--- config.mk ---
export PLATFORM = sky130hd
export DESIGN_NAME = window_gen_3x3_flat
export DESIGN_NICKNAME = d
export VERILOG_FILES = /design/src/rtl/window_gen_3x3_if.sv /design/src/rtl/window_gen_3x3.sv /design/src/flat_wrapper.sv
export SDC_FILE = /design/constraint.sdc
export NUM_CORES = 2
export LEC_CHECK = 0
export ABC_CLOCK_PERIOD_IN_PS = 3300
export BUFFER_PORTS_ARGS = -buffer_cell sky130_fd_sc_hd__buf_2
export CAP_MARGIN = 20
export CORE_MARGIN = 8
export CORE_UTILIZATION = 55
export CTS_BUF_LIST = sky130_fd_sc_hd__clkbuf_4
export DETAILED_ROUTE_END_ITERATION = 8
export PLACE_DENSITY = 0.71
export SYNTH_ARGS = -nofsm -noshare
export SYNTH_HDL_FRONTEND = slang
export SYNTH_SLANG_ARGS = --single-unit
--- constraint.sdc ---
create_clock -name clk -period 3.3 [get_ports clk]
set_input_delay 0.165 -clock clk [delete_from_list [all_inputs] [get_ports clk]]
set_output_delay 0.165 -clock clk [all_outputs]
set_load 0.02 [all_outputs]
--- src/rtl/window_gen_3x3_if.sv ---
// Pixel-ingest and window-issue signals of the 3x3 window generator.
// The generator uses the master modport; the ingest stage and edge core use the slave side.
interface window_gen_3x3_if #(
    parameter int IMG_WIDTH  = 160,
    parameter int IMG_HEIGHT = 120,
    parameter int PIXEL_W    = 4
);
    localparam int ROW_W = $clog2(IMG_HEIGHT);
    localparam int COL_W = $clog2(IMG_WIDTH);

    logic [PIXEL_W-1:0]            pixelIn;
    logic                          pixelInSof;
    logic                          pixelInValid;
    logic                          pixelInReady;
    logic [2:0][2:0][PIXEL_W-1:0]  window;
    logic                          windowValid;
    logic [ROW_W-1:0]              windowRow;
    logic [COL_W-1:0]              windowCol;
    logic                          edgeDone;
    logic                          frameDone;

    modport master (
        input  pixelIn, pixelInSof, pixelInValid, edgeDone,
        output pixelInReady, window, windowValid, windowRow, windowCol, frameDone
    );

    modport slave (
        output pixelIn, pixelInSof, pixelInValid, edgeDone,
        input  pixelInReady, window, windowValid, windowRow, windowCol, frameDone
    );
endinterface

--- src/rtl/window_gen_3x3.sv ---
// 3x3 sliding-window generator: two line buffers feed a shift window, and one
// interior window at a time is held for the edge core until it reports completion.
module window_gen_3x3 #(
    parameter int IMG_WIDTH  = 160,
    parameter int IMG_HEIGHT = 120,
    parameter int PIXEL_W    = 4
) (
    input  logic              clk,
    input  logic              nreset,
    window_gen_3x3_if.master  bus
);
    localparam int ROW_W = $clog2(IMG_HEIGHT);
    localparam int COL_W = $clog2(IMG_WIDTH);
    localparam logic [ROW_W-1:0] ROW_LAST = ROW_W'(IMG_HEIGHT - 1);
    localparam logic [COL_W-1:0] COL_LAST = COL_W'(IMG_WIDTH - 1);

    typedef enum logic [1:0] {
        ACCEPT,
        SHIFT,
        ISSUE,
        WAIT_DONE
    } state_t;

    state_t             state;
    logic [PIXEL_W-1:0] lb0 [IMG_WIDTH];
    logic [PIXEL_W-1:0] lb1 [IMG_WIDTH];
    logic [PIXEL_W-1:0] pix_q;
    logic [PIXEL_W-1:0] top_q;
    logic [PIXEL_W-1:0] mid_q;
    logic [ROW_W-1:0]   row;
    logic [COL_W-1:0]   col;
    logic               last_q;
    logic               accept;
    logic [COL_W-1:0]   rd_col;

    assign accept = bus.pixelInValid && bus.pixelInReady;
    // A start-of-frame pixel always lands in column 0, whatever the counter says.
    assign rd_col = bus.pixelInSof ? '0 : col;

    // NOTE: line buffers and their read registers have no reset; stale contents
    // never reach a valid window because no window is issued before row 2 / col 2.
    always_ff @(posedge clk) begin
        if (accept) begin
            pix_q <= bus.pixelIn;
            top_q <= lb1[rd_col];
            mid_q <= lb0[rd_col];
        end
        if (state == SHIFT) begin
            lb0[col] <= pix_q;
            lb1[col] <= mid_q;
        end
    end

    // NOTE: all state is updated with non-blocking assignments so every branch
    // below sees the values from the start of the cycle.
    always_ff @(posedge clk or negedge nreset) begin
        if (!nreset) begin
            state            <= ACCEPT;
            bus.pixelInReady <= 1'b1;
            bus.window       <= '0;
            bus.windowValid  <= 1'b0;
            bus.windowRow    <= '0;
            bus.windowCol    <= '0;
            bus.frameDone    <= 1'b0;
            row              <= '0;
            col              <= '0;
            last_q           <= 1'b0;
        end else begin
            // NOTE: pulse outputs default low here so each set below lasts one cycle.
            bus.windowValid <= 1'b0;
            bus.frameDone   <= 1'b0;

            unique case (state)
                ACCEPT: begin
                    if (accept) begin
                        bus.pixelInReady <= 1'b0;
                        state            <= SHIFT;
                        if (bus.pixelInSof) begin
                            row <= '0;
                            col <= '0;
                        end
                    end
                end

                SHIFT: begin
                    for (int i = 0; i < 3; i++) begin
                        bus.window[i][0] <= bus.window[i][1];
                        bus.window[i][1] <= bus.window[i][2];
                    end
                    bus.window[0][2] <= top_q;
                    bus.window[1][2] <= mid_q;
                    bus.window[2][2] <= pix_q;

                    if (col == COL_LAST) begin
                        col <= '0;
                        row <= (row == ROW_LAST) ? '0 : row + ROW_W'(1);
                    end else begin
                        col <= col + COL_W'(1);
                    end

                    if (row >= ROW_W'(2) && col >= COL_W'(2)) begin
                        bus.windowRow   <= row - ROW_W'(1);
                        bus.windowCol   <= col - COL_W'(1);
                        last_q          <= (row == ROW_LAST) && (col == COL_LAST);
                        bus.windowValid <= 1'b1;
                        state           <= ISSUE;
                    end else begin
                        bus.pixelInReady <= 1'b1;
                        state            <= ACCEPT;
                    end
                end

                ISSUE: begin
                    state <= WAIT_DONE;
                end

                WAIT_DONE: begin
                    if (bus.edgeDone) begin
                        bus.pixelInReady <= 1'b1;
                        bus.frameDone    <= last_q;
                        state            <= ACCEPT;
                    end
                end
            endcase
        end
    end
endmodule

--- src/flat_wrapper.sv ---
// flat-port wrapper written by rule: the top's interface ports become plain ports
module window_gen_3x3_flat 
#(
    parameter int IMG_WIDTH  = 160,
    parameter int IMG_HEIGHT = 120,
    parameter int PIXEL_W    = 4
)
  (clk, nreset, bus_pixelIn, bus_pixelInSof, bus_pixelInValid, bus_edgeDone, bus_pixelInReady, bus_window, bus_windowValid, bus_windowRow, bus_windowCol, bus_frameDone);
  window_gen_3x3_if #(.IMG_WIDTH(IMG_WIDTH), .IMG_HEIGHT(IMG_HEIGHT), .PIXEL_W(PIXEL_W)) bus_i ();
  input  logic clk;
  input  logic nreset;
  input wire logic [$bits(bus_i.pixelIn)-1:0] bus_pixelIn;
  input wire logic [$bits(bus_i.pixelInSof)-1:0] bus_pixelInSof;
  input wire logic [$bits(bus_i.pixelInValid)-1:0] bus_pixelInValid;
  input wire logic [$bits(bus_i.edgeDone)-1:0] bus_edgeDone;
  output wire logic [$bits(bus_i.pixelInReady)-1:0] bus_pixelInReady;
  output wire logic [$bits(bus_i.window)-1:0] bus_window;
  output wire logic [$bits(bus_i.windowValid)-1:0] bus_windowValid;
  output wire logic [$bits(bus_i.windowRow)-1:0] bus_windowRow;
  output wire logic [$bits(bus_i.windowCol)-1:0] bus_windowCol;
  output wire logic [$bits(bus_i.frameDone)-1:0] bus_frameDone;
  assign bus_i.pixelIn = bus_pixelIn;
  assign bus_i.pixelInSof = bus_pixelInSof;
  assign bus_i.pixelInValid = bus_pixelInValid;
  assign bus_i.edgeDone = bus_edgeDone;
  assign bus_pixelInReady = bus_i.pixelInReady;
  assign bus_window = bus_i.window;
  assign bus_windowValid = bus_i.windowValid;
  assign bus_windowRow = bus_i.windowRow;
  assign bus_windowCol = bus_i.windowCol;
  assign bus_frameDone = bus_i.frameDone;
  window_gen_3x3 #(.IMG_WIDTH(IMG_WIDTH), .IMG_HEIGHT(IMG_HEIGHT), .PIXEL_W(PIXEL_W)) u_core (.clk(clk), .nreset(nreset), .bus(bus_i));
endmodule
==> impl_metrics.json <==
{
  "outcome": "finished clean",
  "wl_per_cell_um": 26.6,
  "wl_met1_mm": 54.3,
  "hold_depth": 3,
  "core_um2": 98100,
  "grt_overflow": 0,
  "grt_pass1_vias": 34114,
  "syn2layout_area_growth_pct": 13.9,
  "synth-edff-count": 1292,
  "worst-r2r-cell-count": 9,
  "hold_path_class": "primary input to flop",
  "clkPwrFrac": 0.283,
  "arrival_ps": 4150,
  "grt_max_degree": 162,
  "cap_violations": 0,
  "utilization": 0.631,
  "htree_levels": 5,
  "final_layout_size_suffix_gt1_frac": 0.245,
  "syn_nets": 3385,
  "fp.dieW_um": 330,
  "dpl.hpwl_mm": 88.3,
  "fill_cells": 6955,
  "grt_pass1_wl_mm": 211,
  "initial_core_util": 0.554,
  "skew_ps": 102,
  "p_sw_frac": 0.331,
  "antenna_found_initial": 4,
  "setup_tns_ps": 0,
  "final_nets": 3846,
  "insertion_delay_ps": 1170,
  "grtUsageTotal": 0.259,
  "top_layer": "met5",
  "syn_area_um2": 54400,
  "period_minus_slack_ps": 3300,
  "drt_iter0_drc": 4608,
  "pin_count": 63,
  "vdd_drop_max_uv": 465,
  "final_cell_mix": "edfxtp_1 (1292), clkbuf_4 (483), mux2i_1 (269)",
  "via_per_inst": 6.31,
  "die_area_um2": 109000,
  "final_common_cell": "edfxtp_1",
  "yosys.area.top_type_share": 0.714,
  "final_max_slew_viol_count": 0,
  "async_reset_ff_frac": 0.0528,
  "hold_viol": 0,
  "drtPass1Iterations": 9,
  "setup_viol": 0,
  "start_kind": "flop",
  "tightestPinTransition_ps": 1100,
  "yosysWarnings": 0,
  "p_int_mw": 32.0,
  "cp.required_ps": 4150,
  "synth.area.top_cells": "edfxtp_1 (71%), mux2i_1 (5.0%), dfrtp_1 (3.3%)",
  "switchingPower_mw": 15.8,
  "min_from": "bus_pixelIn[2]",
  "num_rows": 115,
  "numClockSinks": 1364,
  "max_freq_ghz": 0.303,
  "dr_wl_met2_mm": 65.7,
  "cts_tree": "yes",
  "end_kind": "flop",
  "seq_area_frac_synth": 0.747,
  "pwr-share-seq": 0.445,
  "path_clk_slew_ps": 60,
  "syn_inst": 3368,
  "timing.rr.end": "u_core.top_q[0]",
  "p_leak_nw": 21.3,
  "post-cts-setup-buffer-count": 0,
  "fin_crit_sh": 1.00,
  "avgSynthCellArea_um2": 16.1,
  "drtAntennaViolNets": 0,
  "route.met3.wl_mm": 16.5,
  "crit_fanout": 50,
  "cts-root-buf": "clkbuf_4",
  "synth_largest_area_cell": "edfxtp_1",
  "relSlewSlack": 0.268,
  "synth-seq-cells": 1364,
  "powerDensity_nw_per_um2": 772,
  "cts_buffer_depth": 4,
  "synthFlopType": "edfxtp_1",
  "ff2ff_setup_slack_ps": 0.2,
  "r2r_start": "u_core.col[0]",
  "combPwrFrac": 0.272,
  "vias": 33807,
  "worstSetupPathType": "flop to flop",
  "synth_cell_types": 64,
  "hold_end": "u_core.pix_q[2]",
  "die_h_um": 330,
  "gp_congestion": 0.927,
  "portBuffers": 62,
  "drc": 0,
  "wl_mm": 142,
  "cts_made_buffers": 349
}
## worst max-delay path, cell delays in order (launching register included)
cell and delay, ps:
dfrtp_4 630, buf_12 330, buf_4 370, mux2i_1 280, o221ai_1 160, a21oi_1 290, o21ai_0 310, a22oi_1 410
buf_4 180, a221oi_2 30
## state kept, by name (all words and copies together), names as in the netlist, named ones only
name                     count
u_core.pix_q                 4
u_core.lb0                 640
u_core.col                   8
u_core.top_q                 4
u_core.bus.windowRow         7
u_core.bus.frameDone         1
u_core.bus.windowCol         8
u_core.lb1                 640
u_core.row                   7
u_core.state                 1
u_core.mid_q                 4
u_core.last_q                1
u_core.bus.windowValid       1
u_core.bus.pixelInReady      1
u_core.bus.window           36
## layer usage
metal,up-vias,GRT usage
li1,14539,-
met1,16681,0.345
met2,2197,0.399
met3,386,0.0715
met4,4,0.119
met5,-,0
## metrics by stage
stage	hold WS [ps]	total power, mW	setup WS [ps]	area [um2]	cells
6_report	275	47.8	0.218	61900	5359
5_1_grt	196	49.7	-68.8	61900	5357
4_1_cts	138	47.8	146	61900	5355
3_5_place_dp	318	34.3	99.5	57500	4747
3_3_place_gp	292	34.0	115	57500	4746
2_1_floorplan	-131	29.4	567	54400	3368
## worst max-delay path by stage
stage / from / end / slack, ps / depth (start not counted)
after floorplan: u_core.pix_q[0] / u_core.lb0[0][0] / 570 / 0
after global routing: u_core.col[0] / u_core.top_q[1] / -70 / 9
final: u_core.col[0] / u_core.top_q[0] / 0.2 / 9
after CTS: u_core.col[0] / u_core.top_q[0] / 150 / 9
after global placement: u_core.col[0] / u_core.top_q[0] / 110 / 9
after detailed placement: u_core.col[0] / u_core.top_q[0] / 100 / 9
## synthesized netlist by cell type, drive strengths merged, types with 5 or more instances
library cell  count
o2111ai           7
nand2b            9
nor3b            10
o221ai           66
o211ai           23
dfrtp            71
mux4             56
nor3             29
a22o             15
edfxtp         1292
mux2             63
buf             130
clkbuf          104
a221oi           37
nor2            213
ha                8
o31ai            10
a22oi            32
or3b              5
a222oi           16
mux2i           269
a221o            30
a21boi            7
a211oi           30
nand2           230
a211o             8
inv              15
nor2b            32
a31oi            45
o21ai           152
o22ai           129
nand3            39
o211a             7
a21oi           136
xor2              7
## power groups by stage
stage | clock, mW | combinational, mW | sequential (mW)
2_1_floorplan | 0 | 6.94 | 22.5
3_3_place_gp | 0 | 12.4 | 21.6
3_5_place_dp | 0 | 12.7 | 21.6
4_1_cts | 13.8 | 12.7 | 21.2
5_1_grt | 14.7 | 13.6 | 21.3
6_report | 13.5 | 13.0 | 21.3
## cell families after synthesis
logic type | Yosys count | synth area share
flip-flops | 1364 | 0.747
AO/OA/AOI/OAI | 761 | 0.0953
AND/OR/NAND/NOR | 587 | 0.0464
multiplexers | 388 | 0.0858
buffers and inverters | 249 | 0.0221
XOR/XNOR | 11 | 0.00177
adder cells (fa/ha/maj) | 8 | 0.00184
## repair_timing
| action | CTS | global route |
|---|---|---|
| gates resized for setup | 0 | 2 |
| setup endpoints to repair | 0 | 2 |
| hold buffers | 17 | 0 |
| endpoints found under the hold margin | 108 | 0 |
## cell type report
cell class,count,area (um2),share of cell area
antenna,3,7.51,0.000121
clock buffer,483,3630,0.0585
clock inverter,108,546,0.00881
inverter,15,56.3,0.000909
multi-input combinational,1755,12600,0.204
sequential,1364,40600,0.656
tap,1287,1610,0.0260
timing repair buffer,344,2850,0.0460
Power figures use the tool's default switching activity.
